$ cat src/rtl/elastic_pipe_stage_pkg.sv
// -----------------------------------------------------------------------------
// elastic_pipe_stage_pkg
//   Shared definitions for the elastic pipeline stage register.
//   - WORD_LEN  : default payload width, the machine word length.
//   - stageOp_e : per-cycle buffer operation, encoded as {push, pop}.
// -----------------------------------------------------------------------------
package elastic_pipe_stage_pkg;

    localparam int WORD_LEN = 32;

    typedef enum logic [1:0] {
        OP_HOLD = 2'b00,
        OP_POP  = 2'b01,
        OP_PUSH = 2'b10,
        OP_BOTH = 2'b11
    } stageOp_e;

endpackage

$ cat src/rtl/elastic_pipe_ptr.sv
// -----------------------------------------------------------------------------
// elastic_pipe_ptr
//   Mod-DEPTH wrapping pointer used for the head and tail of the stage buffer.
//   Ports:
//     clk    in   clock, rising edge
//     reset  in   asynchronous active-low reset, pointer -> 0
//     clear  in   synchronous clear, pointer -> 0 (wins over incr)
//     incr   in   advance pointer by one, wrapping DEPTH-1 -> 0
//     ptr    out  current pointer value
// -----------------------------------------------------------------------------
module elastic_pipe_ptr
    import elastic_pipe_stage_pkg::*;
#(
    parameter int DEPTH = 2,
    // A one-entry buffer still needs a 1-bit pointer so the port has a width.
    localparam int PW = (DEPTH > 1) ? $clog2(DEPTH) : 1
) (
    input  logic          clk,
    input  logic          reset,
    input  logic          clear,
    input  logic          incr,
    output logic [PW-1:0] ptr
);

    // Wrap is an explicit compare so non-power-of-2 depths stay in range.
    always_ff @(posedge clk or negedge reset) begin
        if (!reset) begin
            ptr <= '0;
        end else if (clear) begin
            ptr <= '0;
        end else if (incr) begin
            if (ptr == PW'(DEPTH - 1)) begin
                ptr <= '0;
            end else begin
                ptr <= ptr + PW'(1);
            end
        end
    end

endmodule

$ cat src/rtl/elastic_pipe_stage.sv
// -----------------------------------------------------------------------------
// elastic_pipe_stage
//   Flow-controlled pipeline stage register: a DEPTH-entry ring buffer with a
//   valid/ready handshake on both sides and a synchronous flush. outData is
//   forced to zero when empty so downstream sees a NOP bubble.
//   Ports:
//     clk       in   clock, rising edge
//     reset     in   asynchronous active-low reset
//     flush     in   synchronous flush, discards all held words
//     inValid   in   upstream offers inData
//     inReady   out  stage can accept a word (registered state only)
//     inData    in   upstream payload, WIDTH bits
//     outValid  out  outData holds a valid word
//     outReady  in   downstream consumes outData
//     outData   out  head entry, zero when outValid=0
//     count     out  occupancy 0..DEPTH
// -----------------------------------------------------------------------------
module elastic_pipe_stage
    import elastic_pipe_stage_pkg::*;
#(
    parameter int WIDTH = WORD_LEN,
    parameter int DEPTH = 2
) (
    input  logic                           clk,
    input  logic                           reset,
    input  logic                           flush,
    input  logic                           inValid,
    output logic                           inReady,
    input  logic [WIDTH-1:0]               inData,
    output logic                           outValid,
    input  logic                           outReady,
    output logic [WIDTH-1:0]               outData,
    output logic [$clog2(DEPTH+1)-1:0]     count
);

    localparam int CW = $clog2(DEPTH + 1);
    localparam int PW = (DEPTH > 1) ? $clog2(DEPTH) : 1;
    // Sized to the full pointer range so every pointer value indexes a real
    // entry; slots at or above DEPTH are simply never addressed.
    localparam int NSLOT = 1 << PW;

    logic [WIDTH-1:0] storage [NSLOT];
    logic [PW-1:0]    rdPtr;
    logic [PW-1:0]    wrPtr;
    logic             push;
    logic             pop;
    stageOp_e         op;

    // Ready/valid come from occupancy only; no combinational path from
    // outReady to inReady.
    assign inReady  = (count != CW'(DEPTH));
    assign outValid = (count != '0);

    // Flush suppresses both handshakes in its cycle.
    assign push = inValid & inReady & ~flush;
    assign pop  = outValid & outReady & ~flush;
    assign op   = stageOp_e'({push, pop});

    always_ff @(posedge clk or negedge reset) begin
        if (!reset) begin
            count <= '0;
        end else if (flush) begin
            count <= '0;
        end else begin
            case (op)
                OP_PUSH: count <= count + CW'(1);
                OP_POP:  count <= count - CW'(1);
                default: count <= count;
            endcase
        end
    end

    // Payload storage is not reset; the output mux hides stale contents.
    always_ff @(posedge clk) begin
        if (push) begin
            storage[wrPtr] <= inData;
        end
    end

    assign outData = outValid ? storage[rdPtr] : '0;

    elastic_pipe_ptr #(.DEPTH(DEPTH)) uRdPtr (
        .clk   (clk),
        .reset (reset),
        .clear (flush),
        .incr  (pop),
        .ptr   (rdPtr)
    );

    elastic_pipe_ptr #(.DEPTH(DEPTH)) uWrPtr (
        .clk   (clk),
        .reset (reset),
        .clear (flush),
        .incr  (push),
        .ptr   (wrPtr)
    );

endmodule
$ cat config.mk
export PLATFORM = sky130hd
export DESIGN_NAME = elastic_pipe_stage
export DESIGN_NICKNAME = d
export VERILOG_FILES = /design/src/rtl/elastic_pipe_stage_pkg.sv /design/src/rtl/elastic_pipe_ptr.sv /design/src/rtl/elastic_pipe_stage.sv
export SDC_FILE = /design/constraint.sdc
export NUM_CORES = 1
export LEC_CHECK = 0
export ABC_AREA = 1
export CORE_UTILIZATION = 47
export DETAILED_ROUTE_END_ITERATION = 8
export HOLD_SLACK_MARGIN = 0.08
export PLACE_DENSITY_LB_ADDON = 0.1
export SLEW_MARGIN = 20
export SYNTH_ARGS = -nofsm -noshare
export SYNTH_HDL_FRONTEND = slang
export SYNTH_HIERARCHICAL = 1
export SYNTH_SLANG_ARGS = --single-unit
$ cat constraint.sdc
create_clock -name clk -period 3.16 [get_ports clk]
set_input_delay 0.316 -clock clk [delete_from_list [all_inputs] [get_ports clk]]
set_output_delay 0.316 -clock clk [all_outputs]
set_load 0.01 [all_outputs]
Word-level counts from Yosys, hierarchy flattened
Memory sizes are Yosys's and may differ from the RTL's.
Cells that the tools add are included.
- memories: 1
- output and inout bits: 36
- input port bits: 37
- logic and storage cells: 31
- RAM bits: 64
- register bits after elaboration: 4
- memory list (name ; depth ; width ; read ports ; clocked after memory_dff ; wr ports ; line ; RTL):
    storage ; 2 ; 32 ; 1 ; 0 ; 1 ; elastic_pipe_stage.sv:42 ; logic [WIDTH-1:0] storage [NSLOT];
- bitwise operators: 5
- $add $sub $neg: 4
- muxes and demuxes: 11
- reductions and logical operators: 4
- equal/unequal tests: 3
- operator list (cell ; count):
    two-way mux 32 bit ; 1
    two-way mux 1 bit ; 8
    nonzero test 2 bit ; 3
    bitwise AND 1 bit ; 4
    case mux 2 bit (2 select lines) ; 1
    nonzero test 3 bit ; 1
    adder 1 bit, second input constant ; 2
    adder 2 x 1 -> 2 bit, second input constant ; 1
    == test 2 x 1 -> 1 bit, second input constant ; 1
    == test 2 bit, second input constant ; 1
    two-way mux 2 bit ; 1
    inequality test 2 bit, second input constant ; 1
    subtractor 2 x 1 -> 2 bit, second input constant ; 1
    NOT 1 bit ; 1

Logic depth before layout (Yosys ltp)
- depth after elaboration: 6
- depth in mapped cells: 8
- gate-level depth less buffers: 8

Modules after synthesis
The synthesis kept the hierarchy.
- modules (own cells, without submodules) (module ; area each (um^2) ; cells each ; instances ; seq. area each (um^2)):
    elastic_pipe_stage ; 2576.2 ; 206 ; 1 ; 1971.9
    elastic_pipe_ptr ; 43.8 ; 6 ; 2 ; 25.0

Worst setup path after synthesis
No wires, ideal clock.
- path type: register -> register
- start: register count[0]
- end: memory storage[0][0] in the netlist's numbering, enable pin
- required time: 2.739 ns
- cell stages (with the launch flop): 5
- arrival: 2.128 ns
- clock period less this slack: 2.549 ns
- buffers on the path: 0
- setup time: 0.421 ns
- slack: 0.611 ns
- cells stage by stage: dfrtp_1 inv_2 nand2_1 nand2_1 nor2_1
- cells in the longest elaborated chain, start to end: 5
- RTL lines (item ; line ; RTL):
    start, declared ; elastic_pipe_stage.sv:33 ; output logic [$clog2(DEPTH+1)-1:0] count
    start signal, assigned ; elastic_pipe_stage.sv:66 ; OP_PUSH: count <= count + CW'(1);
    start signal, assigned ; elastic_pipe_stage.sv:67 ; OP_POP: count <= count - CW'(1);
    start signal, assigned ; elastic_pipe_stage.sv:68 ; default: count <= count;
    inequality test 2 bit ; elastic_pipe_stage.sv:51 ; assign inReady = (count != CW'(DEPTH));
    named net inReady ; elastic_pipe_stage.sv:28 ; output logic inReady,
    bitwise AND 1 bit (2 in series) ; elastic_pipe_stage.sv:55 ; assign push = inValid & inReady & ~flush;
    two-way mux 1 bit ; elastic_pipe_stage.sv:75 ; if (push) begin
    two-way mux 1 bit (not written as such) ; elastic_pipe_stage.sv:76 ; storage[wrPtr] <= inData;
    end, declared ; elastic_pipe_stage.sv:42 ;
The timed path passes the listed nets, and every way through them passes these cells.

Worst setup path in the final report
- start: register uRdPtr.ptr
- end: output port outData[13]
- cells in the longest elaborated chain, start to end: 2
- RTL lines (item ; line ; RTL):
    start, declared ; elastic_pipe_ptr.sv:22 ; output logic [PW-1:0] ptr
    start signal, assigned ; elastic_pipe_ptr.sv:35 ; ptr <= ptr + PW'(1);
    memory (2 x 32 bit) ; - ;
    two-way mux 32 bit ; elastic_pipe_stage.sv:80 ; assign outData = outValid ? storage[rdPtr] : '0;
    end, declared ; elastic_pipe_stage.sv:32 ; output logic [WIDTH-1:0] outData,
Every way passes these cells.

==> out/metrics.csv <==
stage,metric,value,unit
outcome,status,finished clean,
global_route,gr-usage-all-layers,19.35,%
final_layout,multiInputGateArea,575.6,um^2
final_layout,final_net_count,334,
global_route,antenna_found_initial,0,
die,die_h,77.29,um
clocking,cts.sinks,68,
setup_path,worst-setup-path-type,flip-flop to output pin,
clocking,cts_root_buf,clkbuf_8,
sta,rsz0062_at_grt,false,
logic_synthesis,ys_async_sr_fraction,5.882,%
clocking,post_cts_buffers,0,
setup_path,start_kind,flip-flop,
clocking,cts_made_buffers,9,
logic_synthesis,synth_cell_type_count,15,
logic_synthesis,synth-edff-count,64,
route,drt_iter0_markers,62,
placed_design,place.port_buffers,72,
final_layout,syn_to_final_growth,37.34,%
clocking,post_cts_resize_count,0,
sta,fin_crit,2.454,ns
logic_synthesis,synth_top_area_share,72.15,%
die,core_area,0.005473,mm^2
global_route,grt_max_degree,35,
route,wl_per_cell,13.65,um
sta,final_hold_viol_count,0,
clocking,htreeDepth,3,
logic_synthesis,synth.net_count,255,
sta,setup_violations,0,
setup_path,cp_max_fo,24,
sta,timing.final.crit_share,77.67,%
min_path,hold_path.class,input pin to asynchronous set/reset pin,
global_route,grtUsageMet1,23.47,%
logic_synthesis,ys.flop_type,edfxtp_1,
final_layout,diodes,0,
route,via_count,1814,
sta,worst_pin_slew,0.5409,ns
logic_synthesis,synth_warnings,6,
sta,finClkSkew,0.005093,ns
sta,fmax,407.4,MHz
global_route,busiest_layer,met2,
setup_path,worstPathRequired,2.84,ns
final_layout,final_area,0.003659,mm^2
die,rows,27,
global_route,met2_usage,31.77,%
sta,worst_slew_margin_rel,63.85,%
final_layout,fillers,423,
clocking,path_clk_slew,0.06,ns
placed_design,dp_hpwl,3205,um
global_route,grt_pass1_wl,8418,um
power_and_ir_drop,peakVddDrop,0.0003987,V
logic_synthesis,ys_top_cells_by_count,"80 x nand2_1, 64 x edfxtp_1, 32 x a21oi_1",
placed_design,place.gp.congestion,0.7324,
logic_synthesis,post-synth-top-count-cell,nand2_1,
global_route,grt_pass1_vias,1781,
route,via_per_inst,4.876,
clocking,insertion_delay,0.33,ns
route,drc,0,
sta,finalMaxSlewViolations,0,
logic_synthesis,ys_ff_latch,68,
clocking,tritoncts,yes,
final_layout,seq_area,0.002022,mm^2
placed_design,placed_area,0.003487,mm^2
final_layout,drive_gt1_share,8.667,%
die,ios,73,
logic_synthesis,netlist_instances,218,
global_route,overflow,0,
logic_synthesis,netlist_area,0.002664,mm^2
power_and_ir_drop,cellLeakagePower,1.323,nW
global_route,grt_use_met3,7.024,%
die,start_util,48.67,%
clocking,holdBufCountCts,0,
clocking,cts_buffer_depth,2,
logic_synthesis,synth_largest_area_cell,edfxtp_1,
route,drt.antenna.violating_nets,0,
sta,setup_tns,0,ns
die,die-area,0.005973,mm^2
logic_synthesis,synth_area_leaders,"edfxtp_1 72%, nand2_1 11%, a21oi_1 6.0%",
logic_synthesis,ys_seq_area_share,75.90,%
route,drt_pass1_iterations,4,
setup_path,crit_path_end_kind,output pin,
route,drt-total-wl,5078,um
job,maxCapViolCount,0,
setup_path,worst_ep_arrival_time,2.14,ns
logic_synthesis,syn_area_per_cell,12.22,um^2
power_and_ir_drop,power_density,530.4,mW/mm^2
die,fp.dieW,77.29,um
-- area by class of cell --
| type | instances | share of cell area [%] |
|---|---|---|
| sequential | 68 | 55.27 |
| timing repair buffer | 78 | 20.93 |
| multi-input combinational | 131 | 15.73 |
| clock buffer | 11 | 3.591 |
| tap | 72 | 2.462 |
| clock inverter | 3 | 1.094 |
| inverter | 9 | 0.9234 |
-- worst max-delay path: stages, from the launching register on --
cell             delay (ns)
dfrtp_1                0.38
inv_1                  0.24
buf_4                  0.34
nand2_1                0.09
a21oi_1                0.19
clkdlybuf4s50_1        0.57
-- stage by stage --
| step | power, mW | std cells | hold slack, ns | util (%) | setup slack (ns) |
|---|---|---|---|---|---|
| floorplan | 1.165 | 218 | 0.02041 | - | 0.6113 |
| finish | 1.940 | 372 | 0.1777 | 66.85 | 0.7055 |
| detailed placement | 1.327 | 358 | 0.5315 | 63.72 | 0.8730 |
| global route | 2.024 | 372 | 0.1737 | 66.85 | 0.5597 |
| global placement | 1.324 | 358 | 0.5335 | 63.72 | 0.9036 |
| CTS | 1.961 | 372 | 0.1663 | 66.85 | 0.6586 |
-- final timing paths --
path	end	slack, ns	from	cells after the start
max	outData[13]	0.71	uRdPtr/ptr$_DFFE_PN0P_	5
min	uWrPtr/ptr$_DFFE_PN0P_	0.18	reset	1
max reg2reg	storage[1][6]$_DFFE_PP_	1.23	count[0]$_DFFE_PN0P_	5
min reg2reg	uWrPtr/ptr$_DFFE_PN0P_	0.63	uWrPtr/ptr$_DFFE_PN0P_	2
max in group asynchronous	count[0]$_DFFE_PN0P_	2.82	reset	1
min in group clk	storage[1][8]$_DFFE_PP_	0.56	inData[8]	1
-- per-layer routing --
metal  up-vias  wire [um]
met5         -          0
met4         0         28
met3         4        331
met2        59       2548
met1       846       2170
li1        905          -
-- where the power goes --
| part | switching (mW) | internal [mW] |
|---|---|---|
| registers | 0.0120 | 1.02 |
| logic | 0.134 | 0.136 |
| clock network | 0.281 | 0.353 |
| total | 0.427 | 1.51 |
-- state kept, by name, summed over array words and instances (netlist names) --
name,flops
count,2
uWrPtr/ptr,1
storage,64
uRdPtr/ptr,1
-- logic make-up after synthesis --
kind of cell / after synthesis / synth area share [%]
AOI/OAI and AO/OA: 34 / 6.529
buffers and inverters: 19 / 3.053
DFF: 68 / 75.90
and+or+nand+nor: 97 / 14.51
-- cells in the final DEF, fill, tap and decap left out, drive strengths merged --
cell,n
bufinv,1
o21ai,1
edfxtp,64
nor2,13
clkdlybuf4s50,72
a21oi,33
inv,9
clkbuf,11
clkinv,2
buf,6
dfrtp,4
nand2,81
nand4,3
Power figures use the tool's default switching activity.
